File: src/rtl/stim_serializer.sv
// Parallel-to-serial stimulus driver: shifts a WIDTH-bit word out MSB first,
// holding each bit DIV cycles. Back-to-back words are accepted in a word's last cycle.
module stim_serializer #(
  parameter int   WIDTH      = 8,
  parameter int   DIV        = 4,
  parameter logic IDLE_LEVEL = 1'b0
) (
  input  logic             clk,
  input  logic             Reset,
  input  logic [WIDTH-1:0] data_in,
  input  logic             valid,
  output logic             ready,
  output logic             in,
  output logic             out_valid,
  output logic             done
);

  localparam int BW = $clog2(WIDTH);
  localparam int DW = (DIV > 1) ? $clog2(DIV) : 1;
  localparam logic [BW-1:0] BIT_TOP = BW'(WIDTH - 1);
  localparam logic [DW-1:0] DIV_TOP = DW'(DIV - 1);

  typedef enum logic {S_IDLE, S_SHIFT} state_t;

  state_t           r_state;
  logic [WIDTH-1:0] r_sr;
  logic [BW-1:0]    r_bit_cnt;
  logic [DW-1:0]    r_div_cnt;
  logic             r_ready;
  logic             r_in;
  logic             r_out_valid;
  logic             r_done;

  logic w_transfer;
  logic w_div_end;
  logic w_last;

  // ready is registered, so a transfer is only ever possible in IDLE or the last cycle.
  assign w_transfer = valid && r_ready;
  assign w_div_end  = (r_div_cnt == DIV_TOP);
  assign w_last     = (r_state == S_SHIFT) && (r_bit_cnt == '0) && w_div_end;

  always_ff @(posedge clk or posedge Reset) begin
    if (Reset) begin
      r_state     <= S_IDLE;
      r_sr        <= '0;
      r_bit_cnt   <= '0;
      r_div_cnt   <= '0;
      r_ready     <= 1'b1;
      r_in        <= IDLE_LEVEL;
      r_out_valid <= 1'b0;
      r_done      <= 1'b0;
    end else if (w_transfer) begin
      r_state     <= S_SHIFT;
      r_sr        <= data_in;
      r_bit_cnt   <= BIT_TOP;
      r_div_cnt   <= '0;
      r_in        <= data_in[WIDTH-1];
      r_out_valid <= 1'b1;
      r_ready     <= 1'b0;
      r_done      <= 1'b0;
    end else if (r_state == S_SHIFT) begin
      if (w_last) begin
        r_state     <= S_IDLE;
        r_sr        <= '0;
        r_bit_cnt   <= '0;
        r_div_cnt   <= '0;
        r_in        <= IDLE_LEVEL;
        r_out_valid <= 1'b0;
        r_ready     <= 1'b1;
        r_done      <= 1'b0;
      end else if (w_div_end) begin
        r_sr      <= {r_sr[WIDTH-2:0], 1'b0};
        r_bit_cnt <= r_bit_cnt - BW'(1);
        r_div_cnt <= '0;
        r_in      <= r_sr[WIDTH-2];
        // Next cycle is the last one only when each bit lasts a single cycle.
        r_ready   <= (r_bit_cnt == BW'(1)) && (DIV == 1);
        r_done    <= (r_bit_cnt == BW'(1)) && (DIV == 1);
      end else begin
        r_div_cnt <= r_div_cnt + DW'(1);
        r_ready   <= (r_bit_cnt == '0) && (r_div_cnt == DW'(DIV - 2));
        r_done    <= (r_bit_cnt == '0) && (r_div_cnt == DW'(DIV - 2));
      end
    end
  end

  assign ready     = r_ready;
  assign in        = r_in;
  assign out_valid = r_out_valid;
  assign done      = r_done;

endmodule

File: config.mk
export PLATFORM = sky130hd
export DESIGN_NAME = stim_serializer
export DESIGN_NICKNAME = d
export VERILOG_FILES = /design/src/rtl/stim_serializer.sv
export SDC_FILE = /design/constraint.sdc
export NUM_CORES = 1
export LEC_CHECK = 0
export ABC_CLOCK_PERIOD_IN_PS = 2200
export BUFFER_PORTS_ARGS = -buffer_cell sky130_fd_sc_hd__buf_4
export CORE_MARGIN = 4
export CORE_UTILIZATION = 57
export CTS_BUF_LIST = sky130_fd_sc_hd__clkbuf_4 sky130_fd_sc_hd__clkbuf_8
export DETAILED_ROUTE_END_ITERATION = 10
export PLACE_DENSITY = 0.8
export SYNTH_ARGS = -nofsm -noshare
export SYNTH_HDL_FRONTEND = slang
export SYNTH_SLANG_ARGS = --single-unit
File: constraint.sdc
create_clock -name clk -period 2.2 [get_ports clk]
set_clock_uncertainty 0.15 [all_clocks]
set_input_delay 0.11 -clock clk [delete_from_list [all_inputs] [get_ports clk]]
set_output_delay 0.11 -clock clk [all_outputs]
set_load 0.02 [all_outputs]
==> impl_metrics.toml, run 1 <==
[run_status]
status = "complete, no violations"

[sta]
fin_setup_tns_ns = 0
rsz0062_at_grt = "false"
layout_min_cycle_time_ns = 1.71
fin_ws_ns = 0.494
slew_violations = 0
tightest_slew_ns = 0.637
report.final.hold_viol_count = 0
fmaxAchievable_mhz = 586
relSlewSlack = 0.575
finalCritPeriodShare = 0.776
setup_viol = 0

[die]
coreArea_um2 = 1560
die_w_um = 49.2
num_io_pins = 15
placementRows = 14
start_util = 0.620
die_h_um = 49.2
dieArea_um2 = 2420

[detailed_routing]
drt_iter0_drc = 5
ant_nets = 0
routed_via_density = 6.07
post-route-drc-count = 0
num_vias = 722
wire_per_inst_um = 15.8
dr.pass1.iters = 4
drt_wl_total_mm = 1.89

[power]
p_sw_frac = 0.383
peakVddDrop_mv = 0.766
fin_total_pwr_mw = 1.45
power.density_nw_per_um2 = 1310
combPwrFrac = 0.463
internal_power_mw = 0.898
p_switching_mw = 0.557
p_leak_nw = 0.564
p_seq_frac = 0.422
clkPwrFrac = 0.115

[placement]
gp_congestion = 0.806
pre_cts_ws_ns = 0.546
place_area_um2 = 1060
io_buffer_count = 14
place_hpwl_mm = 1.26

[worst_setup_path]
worst-path-max-fanout = 14
worst_setup_path_start_kind = "flip-flop"
worstSetupPathType = "flip-flop to flip-flop"
reg2reg_depth = 5
cp_data_arrival_time_ns = 1.73
endpoint_kind = "flip-flop"
crit_required_ns = 2.23

[logic_synthesis]
synthTopCellsByCount = "dfrtp_1 (16), nand4b_1 (8), a21bo_1 (7), a31oi_1 (7), and3b_1 (7)"
ys_ff_latch = 17
synth.cell_area_um2 = 966
synth_top_flop_cell = "dfrtp_1"
syn-num-nets = 104
synth_cell_types = 24
synth_top_area_cell = "dfrtp_1"
yosysMostFrequentCell = "dfrtp_1"
async_flop_share = 1.00
yosysTopAreaCellShare = 0.415
ys_top_cells_by_area = "dfrtp_1 (41%), a21bo_1 (7.3%), nand4b_1 (7.3%), and3b_1 (6.3%), ha_1 (5.2%)"
yosysWarnings = 0
yosysSeqAreaShare = 0.442
synthCells = 89
synth_edf_count = 0
avgSynthCellArea_um2 = 10.9

[layout]
finish.utilization = 0.711
postLayoutCellArea_um2 = 1110
final_nets = 119
drive_above_1_share = 0.223
antenna_cells = 0
area_growth_pct = 14.8

[clocking]
cts_resized = 0
clk_root_buffer_cell = "clkbuf_4"
clk_path_buf_depth = 2
cts_tree = "yes"
cts_buffers = 3
path_clk_slew_ns = 0.10
clk_latency_ns = 0.29
htreeDepth = 1
clock-sinks = 17

[global_route]
grt_pass1_wl_mm = 3.23
antenna_found_initial = 0
grt_pass1_vias = 721
track_usage = 0.173
grt_max_degree = 21
grt_overflow = 0

[min_path]
hold_path.class = "input pin to flip-flop"
hold_path_depth = 3

[flow_run]
cap_violations = 0
[path summary, 6_finish.rpt]
path | start | to | slack, ns
max in group asynchronous | Reset | r_bit_cnt[0] | 1.18
worst min-delay path | data_in[3] | r_sr[3] | 0.03
worst max register to register | r_bit_cnt[0] | r_bit_cnt[2] | 0.49
min in group asynchronous | Reset | r_sr[2] | 0.31
worst min register to register | out_valid | out_valid | 0.35
worst max-delay path | r_bit_cnt[0] | r_bit_cnt[2] | 0.49
[power groups by stage]
stage | Combinational (mW) | Clock (mW) | Sequential, mW
2_1_floorplan | 0.555 | 0 | 0.572
3_3_place_gp | 0.649 | 0 | 0.608
3_5_place_dp | 0.669 | 0 | 0.617
4_1_cts | 0.673 | 0.173 | 0.612
5_1_grt | 0.752 | 0.191 | 0.638
6_report | 0.674 | 0.168 | 0.614
[sequential cells by signal (all words and copies together) (netlist names)]
name and flops:
r_sr 7, ready 1, out_valid 1, in 1
r_state 1, r_div_cnt 2, done 1, r_bit_cnt 3
[metal layers]
metal	vias to the layer above	part of all wire	GRT usage
li1	356	-	-
met1	339	0.51	0.230
met2	21	0.44	0.275
met3	6	0.040	0.0306
met4	0	0.013	0.0711
met5	-	0	0
[worst max-delay path: stages (launching register included)]
cell	delay, ns
dfrtp_1	0.41
inv_1	0.07
ha_1	0.14
ha_1	0.41
nor4bb_1	0.12
a211o_1	0.29
[layout by cell type, fill, tap and decap left out]
| master | instances |
|---|---|
| nor4bb_1 | 3 |
| nand2_1 | 3 |
| dfrtp_1 | 16 |
| a31oi_1 | 7 |
| dlygate4sd3_1 | 2 |
| a21oi_2 | 1 |
| nand4b_1 | 8 |
| nand2b_1 | 5 |
| a31o_2 | 1 |
| a21o_1 | 2 |
| a21bo_1 | 7 |
| or3b_1 | 1 |
| ha_1 | 4 |
| nand3_1 | 1 |
| and3_1 | 1 |
| o211ai_1 | 1 |
| inv_1 | 5 |
| a21oi_1 | 3 |
| buf_4 | 16 |
| dfstp_2 | 1 |
| and3b_1 | 7 |
| clkbuf_4 | 3 |
| and2_1 | 1 |
| clkinv_2 | 1 |
| a211o_1 | 3 |
[through the flow]
step | hold WS (ns) | cells
CTS | 0.0275 | 119
global placement | 0.0889 | 113
detailed placement | 0.0842 | 113
finish | 0.0300 | 119
floorplan | -0.115 | 89
global route | 0.0257 | 119
[repair_timing]
item / CTS / global route
setup buffers: 0 / 0
hold buffers: 2 / 0
hold endpoints to repair: 17 / 0
[cells by family after synthesis]
family          after synthesis  share of synthesized area
compound gates               25                      0.202
fa+ha+maj                     4                     0.0518
buf+inv                      13                     0.0661
flops                        17                      0.442
simple gates                 30                      0.238
[cell type report]
cell class              count  area, µm²
clock buffers               3       22.5
fillers                   113        450
clock inverters             1       5.00
multi-input cells          59        475
well taps                  16       20.0
inverters                   5       18.8
repair buffers             18        140
flip-flops and latches     17        427
(Power assumes the default switching activity.)
==> inputs of run 2 (changes only) <==
--- a/config.mk
+++ b/config.mk
@@ -5,7 +5,7 @@
 export SDC_FILE = /design/constraint.sdc
 export NUM_CORES = 1
 export LEC_CHECK = 0
-export ABC_CLOCK_PERIOD_IN_PS = 2200
+export ABC_CLOCK_PERIOD_IN_PS = 1630
 export BUFFER_PORTS_ARGS = -buffer_cell sky130_fd_sc_hd__buf_4
 export CORE_MARGIN = 4
 export CORE_UTILIZATION = 57
==> constraint.sdc (replaced) <==
create_clock -name clk -period 1.63 [get_ports clk]
set_clock_uncertainty 0.15 [all_clocks]
set_input_delay 0.0815 -clock clk [delete_from_list [all_inputs] [get_ports clk]]
set_output_delay 0.0815 -clock clk [all_outputs]
set_load 0.02 [all_outputs]
==> run 2 against run 1 <==
Setup slack got worse by 0.42 ns. Cell count increased by 7.6%. Critical endpoint is now r_bit_cnt[1]. Largest cell class unchanged. Die area unchanged. Clock power increased by 38%. Combinational power increased by 65%. Highest routed layer unchanged. Critical path type unchanged. Wire length increased by 19%. Utilization increased by 6.5 points. Sequential power increased by 27%. Sequential share of layout area decreased by 3.2 points.
==> impl_metrics.toml, run 2 (synthesis results as in run 1) <==
[sta]
fin_ws_ns = 0.0738
report.final.hold_viol_count = 0
slew_violations = 0
rsz0062_at_grt = "false"
finalCritPeriodShare = 0.955
relSlewSlack = 0.568
tightest_slew_ns = 0.647
fin_hold_ws_ns = 0.0111
setup_viol = 0
layout_min_cycle_time_ns = 1.56
fin_setup_tns_ns = 0
fmaxAchievable_mhz = 643

[min_path]
whs_endpoint = "r_sr[4]"
hp-start = "data_in[4]"
hold_path.class = "input pin to flip-flop"
hold_path_depth = 3

[clocking]
path_clk_slew_ns = 0.11
clk_latency_ns = 0.30
cts_buffers = 3
cts_setup_buffers = 0
clk_path_buf_depth = 2
clk_root_buffer_cell = "clkbuf_4"
htreeDepth = 1
clock-sinks = 17
cts_tree = "yes"

[power]
power.density_nw_per_um2 = 1760
p_leak_nw = 0.605
p_seq_frac = 0.368
internal_power_mw = 1.31
peakVddDrop_mv = 1.12
combPwrFrac = 0.524
clkPwrFrac = 0.109
p_switching_mw = 0.817
p_sw_frac = 0.384

[worst_setup_path]
cp_data_arrival_time_ns = 1.64
endpoint_kind = "flip-flop"
crit_required_ns = 1.72
r2r-start = "r_bit_cnt[0]"
worst_setup_path_start_kind = "flip-flop"
reg2reg_slack_ns = 0.07
worst-path-max-fanout = 14
worstSetupPathType = "flip-flop to flip-flop"
r2r-end = "r_bit_cnt[1]"
reg2reg_depth = 5

[detailed_routing]
wire_per_inst_um = 17.5
routed_via_density = 6.09
drt_wl_total_mm = 2.24
drt_iter0_drc = 18
num_vias = 780
ant_nets = 0
post-route-drc-count = 0
dr.pass1.iters = 4

[global_route]
antenna_found_initial = 0
grt_pass1_vias = 826
grt_overflow = 0
grt_max_degree = 18
grt_pass1_wl_mm = 3.71
track_usage = 0.205

[layout]
drive_above_1_share = 0.250
antenna_cells = 0
final_common_cell = "buf_4"
area_growth_pct = 25.3
fill_cells = 102
fin_cells = 128
reg_top3 = "r_sr x7, r_bit_cnt x3, r_div_cnt x2"
final_cell_mix = "buf_4 (19), dfrtp_1 (16), nand4b_1 (8), dlygate4sd3_1 (8)"
final_nets = 128
top_register = "r_sr"
largest_reg_flops = 7

[die]
die_w_um = 49.2
dieArea_um2 = 2420
start_util = 0.620
num_io_pins = 15
die_h_um = 49.2
placementRows = 14
coreArea_um2 = 1560

[run_status]
status = "complete, no violations"

[flow_run]
cap_violations = 0

[placement]
gp_congestion = 0.737
io_buffer_count = 14
pre_cts_ws_ns = -0.0285
dp.cells = 116
place_hpwl_mm = 1.44
## run 2: changes by cell type in the layout (fill, tap and decap cells not counted), sizes merged
cell and delta:
buf +3, dlygate4sd3 +6
## run 2: final cells by class
class | instances | area (µm²) | area share
Clock buffer | 3 | 22.5 | 0.0186
Clock inverter | 1 | 5.00 | 0.00414
Inverter | 5 | 18.8 | 0.0155
Multi-Input combinational cell | 59 | 494 | 0.408
Sequential cell | 17 | 427 | 0.353
Tap cell | 16 | 20.0 | 0.0165
Timing Repair Buffer | 27 | 223 | 0.184
## run 2: critical path, stage by stage (launching register included)
cell	delay (ns)
dfrtp_1	0.38
inv_1	0.05
ha_1	0.24
ha_4	0.23
nor4bb_2	0.31
a211o_1	0.14
## run 2: how the worst max path moves through the flow
stage / startpoint / to / slack, ns / cells past startpoint
after floorplan: r_bit_cnt[0] / r_sr[1] / 0.13 / 6
after global placement: r_bit_cnt[0] / r_bit_cnt[0] / 0.05 / 5
after detailed placement: r_bit_cnt[0] / r_bit_cnt[1] / -0.03 / 5
after CTS: r_bit_cnt[0] / r_bit_cnt[1] / 0.06 / 5
after global routing: r_bit_cnt[0] / r_bit_cnt[1] / 0.01 / 5
final: r_bit_cnt[0] / r_bit_cnt[1] / 0.07 / 5
## run 2: routing by layer
metal | vias up | wire length (µm) | global-route usage
li1 | 374 | - | -
met1 | 375 | 1020 | 0.247
met2 | 21 | 1040 | 0.324
met3 | 10 | 90 | 0.0459
met4 | 0 | 92 | 0.137
met5 | - | 0 | 0
## run 2: per-stage QoR
stage / area, µm² / utilization / power (mW)
floorplan: 966 / - / 1.52
detailed placement: 1080 / 0.695 / 1.80
CTS: 1200 / 0.770 / 2.06
global placement: 1080 / 0.695 / 1.74
finish: 1210 / 0.776 / 2.12
global route: 1210 / 0.776 / 2.29
## run 2: power groups by stage
stage | clock network, mW | registers, mW | logic (mW)
4_1_cts | 0.235 | 0.777 | 1.05
5_1_grt | 0.255 | 0.809 | 1.23
6_report | 0.231 | 0.781 | 1.11
3_3_place_gp | 0 | 0.777 | 0.960
3_5_place_dp | 0 | 0.784 | 1.01
2_1_floorplan | 0 | 0.772 | 0.749
## run 2: what timing repair did
| action | in CTS | in global routing |
|---|---|---|
| hold buffers | 8 | 0 |
| resized for setup | 2 | 1 |
| pin swaps | 0 | 0 |
| setup endpoints to repair | 3 | 2 |
| hold endpoints to repair | 23 | 0 |
